<file path="src/rtl/vending_machine_multi.sv">
// Multi-item vending controller: per-item price table and stock counters,
// sold-out detection, restock, and serial largest-first change return.
module vending_machine_multi #(
  parameter int NUM_ITEMS  = 7,
  parameter int SEL_W      = 3,
  parameter int BAL_W      = 8,
  parameter int MAX_BAL    = 99,
  parameter logic [NUM_ITEMS*BAL_W-1:0] PRICES = 56'h32230A191E140F,
  parameter int STOCK_W    = 4,
  parameter int STOCK_INIT = 5
) (
  input  logic             clk,
  input  logic             reset,
  input  logic [1:0]       coin,
  input  logic [SEL_W-1:0] item_sel,
  input  logic             cancel,
  input  logic             restock,
  output logic [BAL_W-1:0] balance,
  output logic [SEL_W-1:0] dispense,
  output logic [1:0]       change_coin,
  output logic [BAL_W-1:0] change_total,
  output logic             coin_reject,
  output logic             error,
  output logic             sold_out,
  output logic [2:0]       state_out
);

  typedef enum logic [2:0] {
    S_IDLE    = 3'd0,
    S_COLLECT = 3'd1,
    S_VEND    = 3'd2,
    S_CHANGE  = 3'd3
  } state_t;

  state_t           state_reg, state_next;
  logic [BAL_W-1:0] balance_reg, balance_next;
  logic [BAL_W-1:0] change_total_reg, change_total_next;
  logic [SEL_W-1:0] dispense_reg, dispense_next;
  logic [1:0]       change_coin_reg, change_coin_next;
  logic             coin_reject_reg, coin_reject_next;
  logic             error_reg, error_next;
  logic             sold_out_reg, sold_out_next;

  logic             vend_ok;
  logic             restock_ok;
  logic [BAL_W-1:0] coin_val;
  logic [BAL_W:0]   coin_sum;
  logic             sel_valid;
  logic [STOCK_W-1:0] sel_stock;
  logic [BAL_W-1:0] sel_price;
  logic [BAL_W-1:0] chg_amt;
  logic [1:0]       chg_code;

  logic [STOCK_W-1:0] stock_vec [NUM_ITEMS];
  logic [BAL_W-1:0]   price_vec [NUM_ITEMS];

  // One stock counter per item; item code gi+1 maps to slot gi.
  genvar gi;
  for (gi = 0; gi < NUM_ITEMS; gi++) begin : g_item
    logic [STOCK_W-1:0] stock_reg;
    assign price_vec[gi] = PRICES[gi*BAL_W +: BAL_W];
    assign stock_vec[gi] = stock_reg;
    always_ff @(posedge clk or posedge reset) begin
      if (reset) begin
        stock_reg <= STOCK_W'(STOCK_INIT);
      end else if (restock_ok) begin
        stock_reg <= STOCK_W'(STOCK_INIT);
      end else if (vend_ok && item_sel == SEL_W'(gi + 1)) begin
        stock_reg <= stock_reg - STOCK_W'(1);
      end
    end
  end

  always_comb begin
    sel_valid = 1'b0;
    sel_stock = '0;
    sel_price = '0;
    for (int i = 0; i < NUM_ITEMS; i++) begin
      if (item_sel == SEL_W'(i + 1)) begin
        sel_valid = 1'b1;
        sel_stock = stock_vec[i];
        sel_price = price_vec[i];
      end
    end
  end

  always_comb begin
    case (coin)
      2'b01:   coin_val = BAL_W'(5);
      2'b10:   coin_val = BAL_W'(10);
      2'b11:   coin_val = BAL_W'(20);
      default: coin_val = '0;
    endcase
    coin_sum = {1'b0, balance_reg} + {1'b0, coin_val};
  end

  // Largest coin that still fits in the remaining balance.
  always_comb begin
    if (balance_reg >= BAL_W'(20)) begin
      chg_amt  = BAL_W'(20);
      chg_code = 2'b11;
    end else if (balance_reg >= BAL_W'(10)) begin
      chg_amt  = BAL_W'(10);
      chg_code = 2'b10;
    end else if (balance_reg >= BAL_W'(5)) begin
      chg_amt  = BAL_W'(5);
      chg_code = 2'b01;
    end else begin
      chg_amt  = '0;
      chg_code = 2'b00;
    end
  end

  always_ff @(posedge clk or posedge reset) begin
    if (reset) begin
      state_reg        <= S_IDLE;
      balance_reg      <= '0;
      change_total_reg <= '0;
      dispense_reg     <= '0;
      change_coin_reg  <= 2'b00;
      coin_reject_reg  <= 1'b0;
      error_reg        <= 1'b0;
      sold_out_reg     <= 1'b0;
    end else begin
      state_reg        <= state_next;
      balance_reg      <= balance_next;
      change_total_reg <= change_total_next;
      dispense_reg     <= dispense_next;
      change_coin_reg  <= change_coin_next;
      coin_reject_reg  <= coin_reject_next;
      error_reg        <= error_next;
      sold_out_reg     <= sold_out_next;
    end
  end

  always_comb begin
    state_next        = state_reg;
    balance_next      = balance_reg;
    change_total_next = change_total_reg;
    dispense_next     = '0;
    change_coin_next  = 2'b00;
    coin_reject_next  = 1'b0;
    error_next        = error_reg;
    sold_out_next     = sold_out_reg;
    vend_ok           = 1'b0;
    restock_ok        = 1'b0;

    case (state_reg)
      S_IDLE, S_COLLECT: begin
        if (cancel) begin
          error_next    = 1'b0;
          sold_out_next = 1'b0;
          if (balance_reg != '0) begin
            change_total_next = '0;
            state_next        = S_CHANGE;
          end else begin
            state_next = S_IDLE;
          end
        end else if (item_sel != '0) begin
          if (!sel_valid) begin
            error_next    = 1'b1;
            sold_out_next = 1'b0;
          end else if (sel_stock == '0) begin
            error_next    = 1'b1;
            sold_out_next = 1'b1;
          end else if (balance_reg < sel_price) begin
            error_next    = 1'b1;
            sold_out_next = 1'b0;
          end else begin
            balance_next      = balance_reg - sel_price;
            vend_ok           = 1'b1;
            dispense_next     = item_sel;
            error_next        = 1'b0;
            sold_out_next     = 1'b0;
            change_total_next = '0;
            state_next        = S_VEND;
          end
        end else if (coin != 2'b00) begin
          if (coin_sum <= (BAL_W+1)'(MAX_BAL)) begin
            balance_next  = coin_sum[BAL_W-1:0];
            error_next    = 1'b0;
            sold_out_next = 1'b0;
            state_next    = S_COLLECT;
          end else begin
            coin_reject_next = 1'b1;
          end
        end else if (restock && state_reg == S_IDLE) begin
          restock_ok = 1'b1;
        end
      end

      S_VEND: begin
        state_next = (balance_reg != '0) ? S_CHANGE : S_IDLE;
      end

      S_CHANGE: begin
        if (balance_reg == '0) begin
          state_next = S_IDLE;
        end else begin
          change_coin_next  = chg_code;
          balance_next      = balance_reg - chg_amt;
          change_total_next = change_total_reg + chg_amt;
        end
      end

      default: state_next = S_IDLE;
    endcase
  end

  assign balance      = balance_reg;
  assign dispense     = dispense_reg;
  assign change_coin  = change_coin_reg;
  assign change_total = change_total_reg;
  assign coin_reject  = coin_reject_reg;
  assign error        = error_reg;
  assign sold_out     = sold_out_reg;
  assign state_out    = state_reg;

endmodule

</file>
<file path="config.mk">
export PLATFORM = sky130hd
export DESIGN_NAME = vending_machine_multi
export DESIGN_NICKNAME = d
export VERILOG_FILES = /design/src/rtl/vending_machine_multi.sv
export SDC_FILE = /design/constraint.sdc
export NUM_CORES = 1
export LEC_CHECK = 0
export BUFFER_PORTS_ARGS = -buffer_cell sky130_fd_sc_hd__buf_2
export CORE_AREA = 2 2 89 91
export CTS_CLUSTER_SIZE = 30
export DETAILED_ROUTE_END_ITERATION = 10
export DIE_AREA = 0 0 91 93
export PLACE_DENSITY_LB_ADDON = 0.12
export SLEW_MARGIN = 20
export SYNTH_ARGS = -nofsm -noshare
export SYNTH_HDL_FRONTEND = slang
export SYNTH_SLANG_ARGS = --single-unit
</file>
<file path="constraint.sdc">
create_clock -name clk -period 2.83 [get_ports clk]
set_input_delay 0.1415 -clock clk [delete_from_list [all_inputs] [get_ports clk]]
set_output_delay 0.1415 -clock clk [all_outputs]
set_load 0.05 [all_outputs]
</file>
==> results.sh <==
export IMPL_ios=36
export IMPL_final_cell_area_sq_um=4720
export IMPL_clk_pin_slew_ns=0.10
export IMPL_syn_inst=436
export IMPL_rows=32
export IMPL_start_util=0.522
export IMPL_ys_seq_area_frac=0.348
export IMPL_synthTopCellsByArea="dfrtp_1, dfstp_2, ha_1"
export IMPL_async_flop_share=1.00
export IMPL_synth_ff_type="dfrtp_1"
export IMPL_yosys_area_top_type="dfrtp_1"
export IMPL_fmax_mhz=352
export IMPL_pwr_share_comb=0.648
export IMPL_synth_edf_count=0
export IMPL_hp_class="in2async"
export IMPL_reg2reg_from="balance[0]$_DFFE_PP0P_"
export IMPL_synth_fp_nets=477
export IMPL_worst_pin_slew_ns=0.768
export IMPL_endpoint_kind="register"
export IMPL_clockBufferDepth=2
export IMPL_wl_met3_um=460
export IMPL_switching_share=0.484
export IMPL_p_leak_nw=2.20
export IMPL_drt_first_iter_violations=257
export IMPL_slew_violations=0
export IMPL_cts_tree="built"
export IMPL_violations="negative setup slack"
export IMPL_yosysUniqueCellTypes=71
export IMPL_synth_area_sq_um=3930
export IMPL_gr_usage_all_layers=0.234
export IMPL_status="finished, violations left"
export IMPL_dp_hpwl_mm=7.11
export IMPL_placement_io_buffers=34
export IMPL_yosysMostFrequentCell="dfrtp_1"
export IMPL_worstPathArrival_ns=3.09
export IMPL_clock_latency_ns=0.31
export IMPL_rsz0062_at_grt="yes"
export IMPL_seq_power_share=0.258
export IMPL_worstPathRequired_ns=3.08
export IMPL_cts_root_buf="clkbuf_8"
export IMPL_finalSetupTns_ns=-0.00989
export IMPL_routabilityCongestion=0.946
export IMPL_routed_via_density=5.83
export IMPL_htreeDepth=2
export IMPL_cts_sinks=54
export IMPL_grt_pass1_vias=3264
export IMPL_finalSetupViolCount=1
export IMPL_finClkSkew_ns=0.0128
export IMPL_dpl_worst_slack_ns=0.0375
export IMPL_place_area_sq_um=4350
export IMPL_worst_slack_ns=-0.00989
export IMPL_vias=3469
export IMPL_drive_gt1_frac=0.300
export IMPL_start_kind="register"
export IMPL_firstDrtPassIters=5
export IMPL_ys_seq_elements=54
export IMPL_final_cell_count_no_fill=595
export IMPL_largest_reg_flops=28
export IMPL_yosys_warnings=0
export IMPL_grt_max_degree=55
export IMPL_power_switching_mw=2.21
export IMPL_intPower_mw=2.36
export IMPL_synth_common_cells="dfrtp_1, nor2_1, inv_1"
export IMPL_grt_antenna_before_repair=0
export IMPL_routed_wl_mm=9.69
export IMPL_overflow=0
export IMPL_drcViolationCount=0
export IMPL_slew_headroom=0.488
export IMPL_netlist_area_leader_share=0.255
export IMPL_max_vdd_ir_drop_mv=0.602
export IMPL_p_clk_frac=0.095
export IMPL_drt_met1_wl_mm=4.75
export IMPL_postRouteAntennaNets=0
export IMPL_die_y_um=93
export IMPL_setup_worst_path_class="reg2reg"
export IMPL_num_antenna_cells=0
export IMPL_powerDensity_nw_per_um2=969
export IMPL_areaGrowthSynthToFinish_pct=20.0
export IMPL_cts_made_buffers=5
export IMPL_critical_path_max_fanout=6
export IMPL_period_share=1.00
export IMPL_hold_buffers=0
export IMPL_highest_layer="met4"
export IMPL_crit_start="balance[0]$_DFFE_PP0P_"
export IMPL_grt_pass1_wl_mm=16.0
export IMPL_die_w_um=91
export IMPL_wire_per_inst_um=16.3
export IMPL_coreArea_sq_um=7530
export IMPL_syn_avg_cell_area_sq_um=9.01
export IMPL_cap_violations=0
export IMPL_finalHoldViolations=0
export IMPL_dieArea_sq_um=8460
export IMPL_wl_met2_mm=4.38
export IMPL_fin_nets=534
export IMPL_min_period_ns=2.84
export IMPL_placed_cells=580
-- layout make-up --
class	instances	area [sq um]
clock buffer	5	68.8
multi-input combinational	330	2560
sequential	54	1370
inverter	32	123
clock inverter	2	13.8
tap	102	128
timing repair buffer	70	452
fill	674	2810
-- worst max-delay path, cell delays in order (launching register included) --
cell and delay [ns]:
dfrtp_2 0.45, inv_4 0.09, ha_4 0.13, inv_2 0.04, fa_2 0.40, a211oi_2 0.26, o21bai_1 0.11, a2111o_1 0.53
buf_6 0.17, nand4_4 0.15, nor3_4 0.07, mux2_4 0.30, nor2_2 0.07
-- power by group through the flow --
stage                     clock, mW  sequential, mW  combinational [mW]
after floorplan                   0            1.64                1.51
after global placement            0            1.17                2.65
after detailed placement          0            1.18                2.70
after CTS                     0.444            1.17                2.71
after global routing          0.467            1.21                3.24
final                         0.432            1.18                2.96
-- timing repair --
action / 4_1_cts / 5_1_grt
endpoints found under the setup margin: 0 / 27
gates resized for setup: 0 / 57
buffers inserted: 0 / 8
-- cell usage in the layout (no fill, tap or decap), types with 4 or more instances in the layout --
master,instances
nand3_2,5
nor3_1,14
nor2_1,34
dfstp_2,14
xnor2_1,9
dfrtp_1,36
nand2_1,27
mux2i_1,7
buf_2,34
nand3_1,14
and2_1,7
buf_4,33
a31oi_1,9
o21ai_0,10
a211oi_1,11
a21oi_1,19
clkbuf_8,5
o21ai_1,13
ha_1,25
nand2b_1,7
nor2b_1,7
mux2_4,7
a21o_1,9
or3_1,6
dfrtp_2,4
a211oi_2,5
inv_1,28
-- logic make-up (layout without fill, tap and decap cells) --
kind of cell,Yosys count,after routing,synth area share
simple gates,153,153,0.208
compound gates,117,117,0.210
flops,54,54,0.348
buf+inv,52,109,0.0567
fa+ha+maj,32,32,0.110
mux,14,14,0.0379
xor+xnor,13,13,0.0290
other cells,1,1,0.000954
-- per-stage QoR --
stage          total power [mW]  hold slack [ns]  utilization
2_1_floorplan              3.15            0.337            -
3_3_place_gp               3.83            0.371        0.578
3_5_place_dp               3.88            0.381        0.578
4_1_cts                    4.32           0.0420        0.589
5_1_grt                    4.92           0.0835        0.627
6_report                   4.57           0.0120        0.627
-- path summary, 6_finish.rpt --
path                                                      endpoint  slack (ns)  cells after the start
worst max-delay path            g_item[4].stock_reg[1]$_DFFE_PP0P_       -0.01                     12
worst min-delay path                         dispense[1]$_DFF_PP0_        0.01                      3
worst max register to register  g_item[4].stock_reg[1]$_DFFE_PP0P_       -0.01                     12
worst min register to register         change_total[7]$_DFFE_PP0P_        0.50                      1
max in group asynchronous                   balance[3]$_DFFE_PP0P_        2.34                      3
min in group clk                          state_out[1]$_DFFE_PP0P_        0.26                      3
-- per-layer routing --
layer	vias to the layer above	track usage
li1	1692	-
met5	-	0
met1	1668	0.343
met4	0	0.0505
met3	10	0.0290
met2	99	0.373
Note: power is estimated with default switching activity, not from simulation.
